**src/rtl/uart_rx_checker_pkg.sv**
```systemverilog
// Shared types and constants for the UART receive checker.
// The fixed 16-byte test pattern matches the on-board test transmitter.
package uart_pkg;

    // Receiver FSM states.
    typedef enum logic [2:0] {
        IDLE,
        START,
        DATA,
        STOP,
        WAIT_HIGH
    } rx_state_t;

    // 27 MHz / 115200 baud, rounded down.
    localparam int CLKS_PER_BIT_115200 = 234;

    localparam int PATTERN_LEN = 16;

    // Test pattern, index 0 in the least significant byte:
    // "MISTYSTINKS!", CR, LF, 0xBE, 0xEF.
    localparam logic [PATTERN_LEN-1:0][7:0] PATTERN = {
        8'hEF, 8'hBE, 8'h0A, 8'h0D,
        8'h21, 8'h53, 8'h4B, 8'h4E,
        8'h49, 8'h54, 8'h53, 8'h59,
        8'h54, 8'h53, 8'h49, 8'h4D
    };

endpackage

```
**src/rtl/uart_rx_core.sv**
```systemverilog
// 8N1 UART receiver: 2-FF synchronizer, bit-timing FSM, LSB-first shifter.
// Optional build macro UART_RX_GLITCH_FILTER_EN: each bit sample becomes the
// majority of the synchronized line over the current and two previous cycles.
module uart_rx_core
    import uart_pkg::*;
#(
    parameter int CLKS_PER_BIT = CLKS_PER_BIT_115200
) (
    input  logic       clk,
    input  logic       rst,
    input  logic       uart_rx,
    output logic [7:0] rx_data,
    output logic       rx_valid,
    output logic       frame_err
);

    localparam int CLK_CNT_W = $clog2(CLKS_PER_BIT);
    localparam logic [CLK_CNT_W-1:0] HALF_LAST = CLK_CNT_W'(CLKS_PER_BIT / 2 - 1);
    localparam logic [CLK_CNT_W-1:0] BIT_LAST  = CLK_CNT_W'(CLKS_PER_BIT - 1);

    logic [1:0]           sync_reg;
    logic [1:0]           primed_reg;
    logic                 line;
    logic                 sample_bit;

    rx_state_t            state_reg, state_next;
    logic [CLK_CNT_W-1:0] clk_cnt_reg, clk_cnt_next;
    logic [2:0]           bit_idx_reg, bit_idx_next;
    logic [7:0]           shift_reg, shift_next;
    logic [7:0]           rx_data_reg, rx_data_next;
    logic                 rx_valid_reg, rx_valid_next;
    logic                 frame_err_reg, frame_err_next;

    // Two-flop synchronizer; reset to idle-high. primed_reg marks when the
    // synchronizer holds real pin samples instead of its reset value, so
    // WAIT_HIGH cannot be satisfied by the reset value alone.
    always_ff @(posedge clk) begin
        if (rst) begin
            sync_reg   <= 2'b11;
            primed_reg <= 2'b00;
        end else begin
            sync_reg   <= {sync_reg[0], uart_rx};
            primed_reg <= {primed_reg[0], 1'b1};
        end
    end

    assign line = sync_reg[1];

`ifdef UART_RX_GLITCH_FILTER_EN
    logic [1:0] hist_reg;

    // History of the two previous synchronized values for the majority vote.
    always_ff @(posedge clk) begin
        if (rst) begin
            hist_reg <= 2'b11;
        end else begin
            hist_reg <= {hist_reg[0], line};
        end
    end

    assign sample_bit = (line & hist_reg[0]) | (line & hist_reg[1]) |
                        (hist_reg[0] & hist_reg[1]);
`else
    assign sample_bit = line;
`endif

    // FSM and datapath state register.
    always_ff @(posedge clk) begin
        if (rst) begin
            state_reg     <= WAIT_HIGH;
            clk_cnt_reg   <= '0;
            bit_idx_reg   <= '0;
            shift_reg     <= '0;
            rx_data_reg   <= '0;
            rx_valid_reg  <= 1'b0;
            frame_err_reg <= 1'b0;
        end else begin
            state_reg     <= state_next;
            clk_cnt_reg   <= clk_cnt_next;
            bit_idx_reg   <= bit_idx_next;
            shift_reg     <= shift_next;
            rx_data_reg   <= rx_data_next;
            rx_valid_reg  <= rx_valid_next;
            frame_err_reg <= frame_err_next;
        end
    end

    // Next-state logic: bit timing, sampling and frame completion.
    always_comb begin
        state_next     = state_reg;
        clk_cnt_next   = clk_cnt_reg;
        bit_idx_next   = bit_idx_reg;
        shift_next     = shift_reg;
        rx_data_next   = rx_data_reg;
        rx_valid_next  = 1'b0;
        frame_err_next = 1'b0;

        case (state_reg)
            WAIT_HIGH: begin
                // Do not arm on a line that is still low after reset or a break.
                if (line && primed_reg[1]) begin
                    state_next = IDLE;
                end
            end

            IDLE: begin
                if (!line) begin
                    state_next   = START;
                    clk_cnt_next = '0;
                end
            end

            START: begin
                if (clk_cnt_reg == HALF_LAST) begin
                    clk_cnt_next = '0;
                    if (sample_bit) begin
                        state_next = IDLE;          // start-bit glitch
                    end else begin
                        state_next   = DATA;
                        bit_idx_next = '0;
                    end
                end else begin
                    clk_cnt_next = clk_cnt_reg + 1'b1;
                end
            end

            DATA: begin
                if (clk_cnt_reg == BIT_LAST) begin
                    clk_cnt_next = '0;
                    shift_next   = {sample_bit, shift_reg[7:1]};
                    if (bit_idx_reg == 3'd7) begin
                        state_next = STOP;
                    end else begin
                        bit_idx_next = bit_idx_reg + 1'b1;
                    end
                end else begin
                    clk_cnt_next = clk_cnt_reg + 1'b1;
                end
            end

            STOP: begin
                if (clk_cnt_reg == BIT_LAST) begin
                    clk_cnt_next = '0;
                    if (sample_bit) begin
                        rx_data_next  = shift_reg;
                        rx_valid_next = 1'b1;
                        state_next    = IDLE;
                    end else begin
                        frame_err_next = 1'b1;
                        state_next     = WAIT_HIGH;
                    end
                end else begin
                    clk_cnt_next = clk_cnt_reg + 1'b1;
                end
            end

            default: begin
                state_next = WAIT_HIGH;
            end
        endcase
    end

    assign rx_data   = rx_data_reg;
    assign rx_valid  = rx_valid_reg;
    assign frame_err = frame_err_reg;

endmodule

```
**config.mk**
```make
export PLATFORM = sky130hd
export DESIGN_NAME = uart_rx_core
export DESIGN_NICKNAME = d
export VERILOG_FILES = /design/src/rtl/uart_rx_checker_pkg.sv /design/src/rtl/uart_rx_core.sv
export SDC_FILE = /design/constraint.sdc
export NUM_CORES = 1
export LEC_CHECK = 0
export BUFFER_PORTS_ARGS = -buffer_cell sky130_fd_sc_hd__buf_2
export CORE_MARGIN = 2
export CORE_UTILIZATION = 50
export DETAILED_ROUTE_END_ITERATION = 8
export PLACE_DENSITY = 0.67
export SETUP_SLACK_MARGIN = 0.15
export SYNTH_ARGS = -nofsm -noshare
export SYNTH_HDL_FRONTEND = slang
export SYNTH_SLANG_ARGS = --single-unit
```
**constraint.sdc**
```tcl
create_clock -name clk -period 2.6 [get_ports clk]
set_input_delay 0.13 -clock clk [delete_from_list [all_inputs] [get_ports clk]]
set_output_delay 0.13 -clock clk [all_outputs]
set_load 0.05 [all_outputs]
```
==> impl.org <==
** Floorplan
- Effective utilization at floorplan :: 51.4%
- The die covers 0.00385 mm².
- Core Region :: 0.00328 mm²
- I/O Pins :: 13
- From left edge to right edge, the die measures 62.1 µm.
- The die is 62.1 µm tall.
- Site row count :: 21

** Final layout
- Fraction of layout cells with a size suffix above 1 :: 17.2%
- Antenna diodes :: 0
- Final std cell area, no fill :: 0.00183 mm²
- The layout has 307 filler cells.
- Final nets :: 205
- Compared with the post-synthesis result, the final layout area differs by 8.38%.

** Clock network
- Number of buffers created by CTS :: 5
- Post-CTS setup repair buffer count :: 0
- TritonCTS clock tree :: built
- Clock sink total :: 36
- The clock passes through at most 2 buffers.
- Buffer cell driving the clock tree root :: sky130_fd_sc_hd__clkbuf_4
- In this run, post-CTS repair resized a total of 0 instances.
- Hold buffer count at CTS :: 1
- The clock tree synthesis step divided the H-tree into 2 levels.
- Clk Latency, worst-skew pair :: 0.34 ns
- After clock tree synthesis, the clock-pin slew on the worst setup and hold paths is 0.11 ns.

** Route
- Post-DRT Antenna Nets :: 0
- Post-DR vias/cell :: 5.57
- Remaining design rule violation count :: 0
- Per-cell routed wire length :: 13.3 µm
- Final wirelength :: 3250 µm
- The pre-antenna-repair detailed-routing pass consisted of 4 iterations.
- Vias after detailed routing :: 1360
- For this block, the initial DRC count from the detailed router was 54.

** Worst setup path
- Counting both buffers and inverters, the worst setup path holds a total of 0.
- Critical Path Sink Type :: flop
- Worst setup SP type :: flop
- Of all nets on the critical path, the largest fanout is 13.
- For the worst setup path, the data arrival time is 2.28 ns.
- Cell breakdown of the critical path :: or3b_2, a31oi_2, a2111oi_2, a311o_1
- Critical path data required time :: 2.84 ns
- Crit-path slowest cell :: sky130_fd_sc_hd__dfxtp_1
- Largest stage delay on the critical path :: 0.57 ns
- The critical path in this run is classified as flop to flop.
- The kind of cell with the highest combined delay along the critical path is compound AO/OA/AOI/OAI gates.

** STA
- At the pin with the least slew margin, the transition time is 0.577 ns.
- Shortest clock period the worst path allows after layout :: 2.05 ns
- The worst pin sits at a relative slew slack of 61.5%.
- The clock arrives with 0.00774 ns of skew.
- Based on the critical path, the design can be clocked at up to 0.489 GHz.
- The final hold violation count came to 0.
- The number of pins with negative max-slew slack in the final report was 0.
- Share of the cycle needed by the critical path after routing :: 78.7%
- Setup repair after global routing missed its margin :: false
- Setup violation total in the final timing report :: 0
- Adding up every negative setup slack in the final design gives 0 ns.

** GRT
- Peak-usage layer in the global routing report :: met2
- The initial antenna violation count was 0.
- M1 GR Usage :: 24.4%
- Global routing used 19.2% of the available tracks across all layers.
- Maximum number of pins on one net before global-route repair :: 35
- Wire length of the first global-routing pass :: 5490 µm
- Global routing consumed, on the met3 layer, 6.21% of the routing resources.
- For met2 alone, demand over resource in global routing was 31.5%.
- The number of global-route vias before repair is 1265.
- After global routing the overflow that remains totals 0.

** Placement
- Half-perimeter wire length after placement :: 2180 µm
- GP Congestion :: 0.858
- After detailed placement, the total cell area comes to 0.00176 mm².
- IO buf count :: 12

** Power and ir drop
- In this run the power density over the cells is 486 mW/mm².
- Summed over all cells, the static leakage comes to 0.000642 µW.
- The worst-case IR drop observed on VDD is 0.310 mV.

** Synthesis
- Net Count, Synth :: 195
- The synthesized design contains 0 enable-type register cells.
- Async S/R FF share, synth :: 0%
- Gate count of the mapped netlist :: 187
- Number of storage elements in the synthesis netlist :: 36
- Ys Warns :: 0
- A synthesized cell averages 9.02 µm².
- The cell area that synthesis handed to floorplanning was 0.00169 mm².
- Among all flip-flop cells after synthesis, the most frequent one is sky130_fd_sc_hd__dfxtp_1.
- Sequential cell area fraction in the yosys report :: 42.7%
- The netlist uses 40 different library cells.

** Worst hold path
- Classification of the worst-slack hold path :: input pin to flop

** Run
- Max-cap violations :: 0

** Outcome
- Outcome :: finished clean
==> synthesized netlist by cell type, types with 4 or more instances <==
library cell	number	share of area, %
sky130_fd_sc_hd__a21oi_1	13	3.9
sky130_fd_sc_hd__and2_1	4	1.5
sky130_fd_sc_hd__clkbuf_1	6	1.3
sky130_fd_sc_hd__dfxtp_1	36	43
sky130_fd_sc_hd__ha_1	5	3.7
sky130_fd_sc_hd__inv_1	6	1.3
sky130_fd_sc_hd__mux2i_1	16	9.5
sky130_fd_sc_hd__nand2_1	15	3.3
sky130_fd_sc_hd__nor2_1	22	4.9
sky130_fd_sc_hd__nor2b_1	4	1.5
sky130_fd_sc_hd__o22ai_1	7	2.6
sky130_fd_sc_hd__or3b_2	4	2.1
==> metrics by stage <==
step	hold WS, ns	instances	setup WS (ns)	total power, µW	util (%)
global route	0.278	244	0.469	931	55.7
detailed placement	0.315	235	0.604	609	53.6
floorplan	0.234	187	0.919	602	-
global placement	0.314	235	0.654	608	53.6
finish	0.271	244	0.553	889	55.7
CTS	0.262	244	0.584	899	55.7
==> cells in the final DEF (no fill, tap or decap), drive strengths merged, types with 2 or more instances in the layout <==
cell type	count
o31ai	2
nand4	3
nand3	3
and2	4
nor2b	4
clkinv	3
nand2	15
nand3b	2
a21oi	13
nor3	3
o21ai	3
or2	3
o32ai	2
dfxtp	36
ha	5
nor4	2
or3b	5
o22ai	7
o211a	2
nor2	22
mux2i	16
buf	14
a2111oi	2
clkbuf	5
o21a	3
inv	6
nand2b	2
==> where the power goes <==
part	internal, µW	switching [µW]	total, µW	leakage, µW
clock	104	187	291	0.0000349
combinational	12.4	19.5	31.9	0.000315
sequential	557	9.46	566	0.000291
total	673	216	889	0.000642
==> area by class of cell <==
cell class / instances / area [µm²] / area share [%]
clock buffer: 5 / 37.5 / 2.05
inverter: 6 / 22.5 / 1.23
tap: 46 / 57.6 / 3.15
timing repair buffer: 15 / 85.1 / 4.65
sequential: 36 / 721 / 39.4
clock inverter: 3 / 18.8 / 1.03
multi-input combinational: 133 / 886 / 48.5
==> routing by layer <==
metal,vias to the layer above,wire length (µm)
met5,-,0
met4,0,17
met3,2,157
met2,32,1580
met1,639,1500
li1,687,-
==> worst reg2reg max path, stage by stage, from the launching register on <==
cell,delay [ns]
sky130_fd_sc_hd__dfxtp_1,0.57
sky130_fd_sc_hd__or3b_2,0.50
sky130_fd_sc_hd__a31oi_2,0.43
sky130_fd_sc_hd__a2111oi_2,0.10
sky130_fd_sc_hd__a311o_1,0.34
==> path summary, 6_finish.rpt <==
| check | to | depth (start not counted) | start | slack (ns) |
|---|---|---|---|---|
| max | state_reg[2] | 4 | state_reg[0] | 0.55 |
| min | primed_reg[1] | 2 | rst | 0.27 |
| max reg2reg | state_reg[2] | 4 | state_reg[0] | 0.55 |
| min reg2reg | sync_reg[1] | 1 | sync_reg[0] | 0.43 |
==> cell families after synthesis <==
kind of cell    count (synthesis)  share of synthesized area, %
buf+inv                        18                          5.12
fa+ha+maj                       5                          3.71
compound gates                 41                          17.0
mux                            16                          9.50
flops                          36                          42.7
simple gates                   71                          22.0
Power figures use the tool's default switching activity.
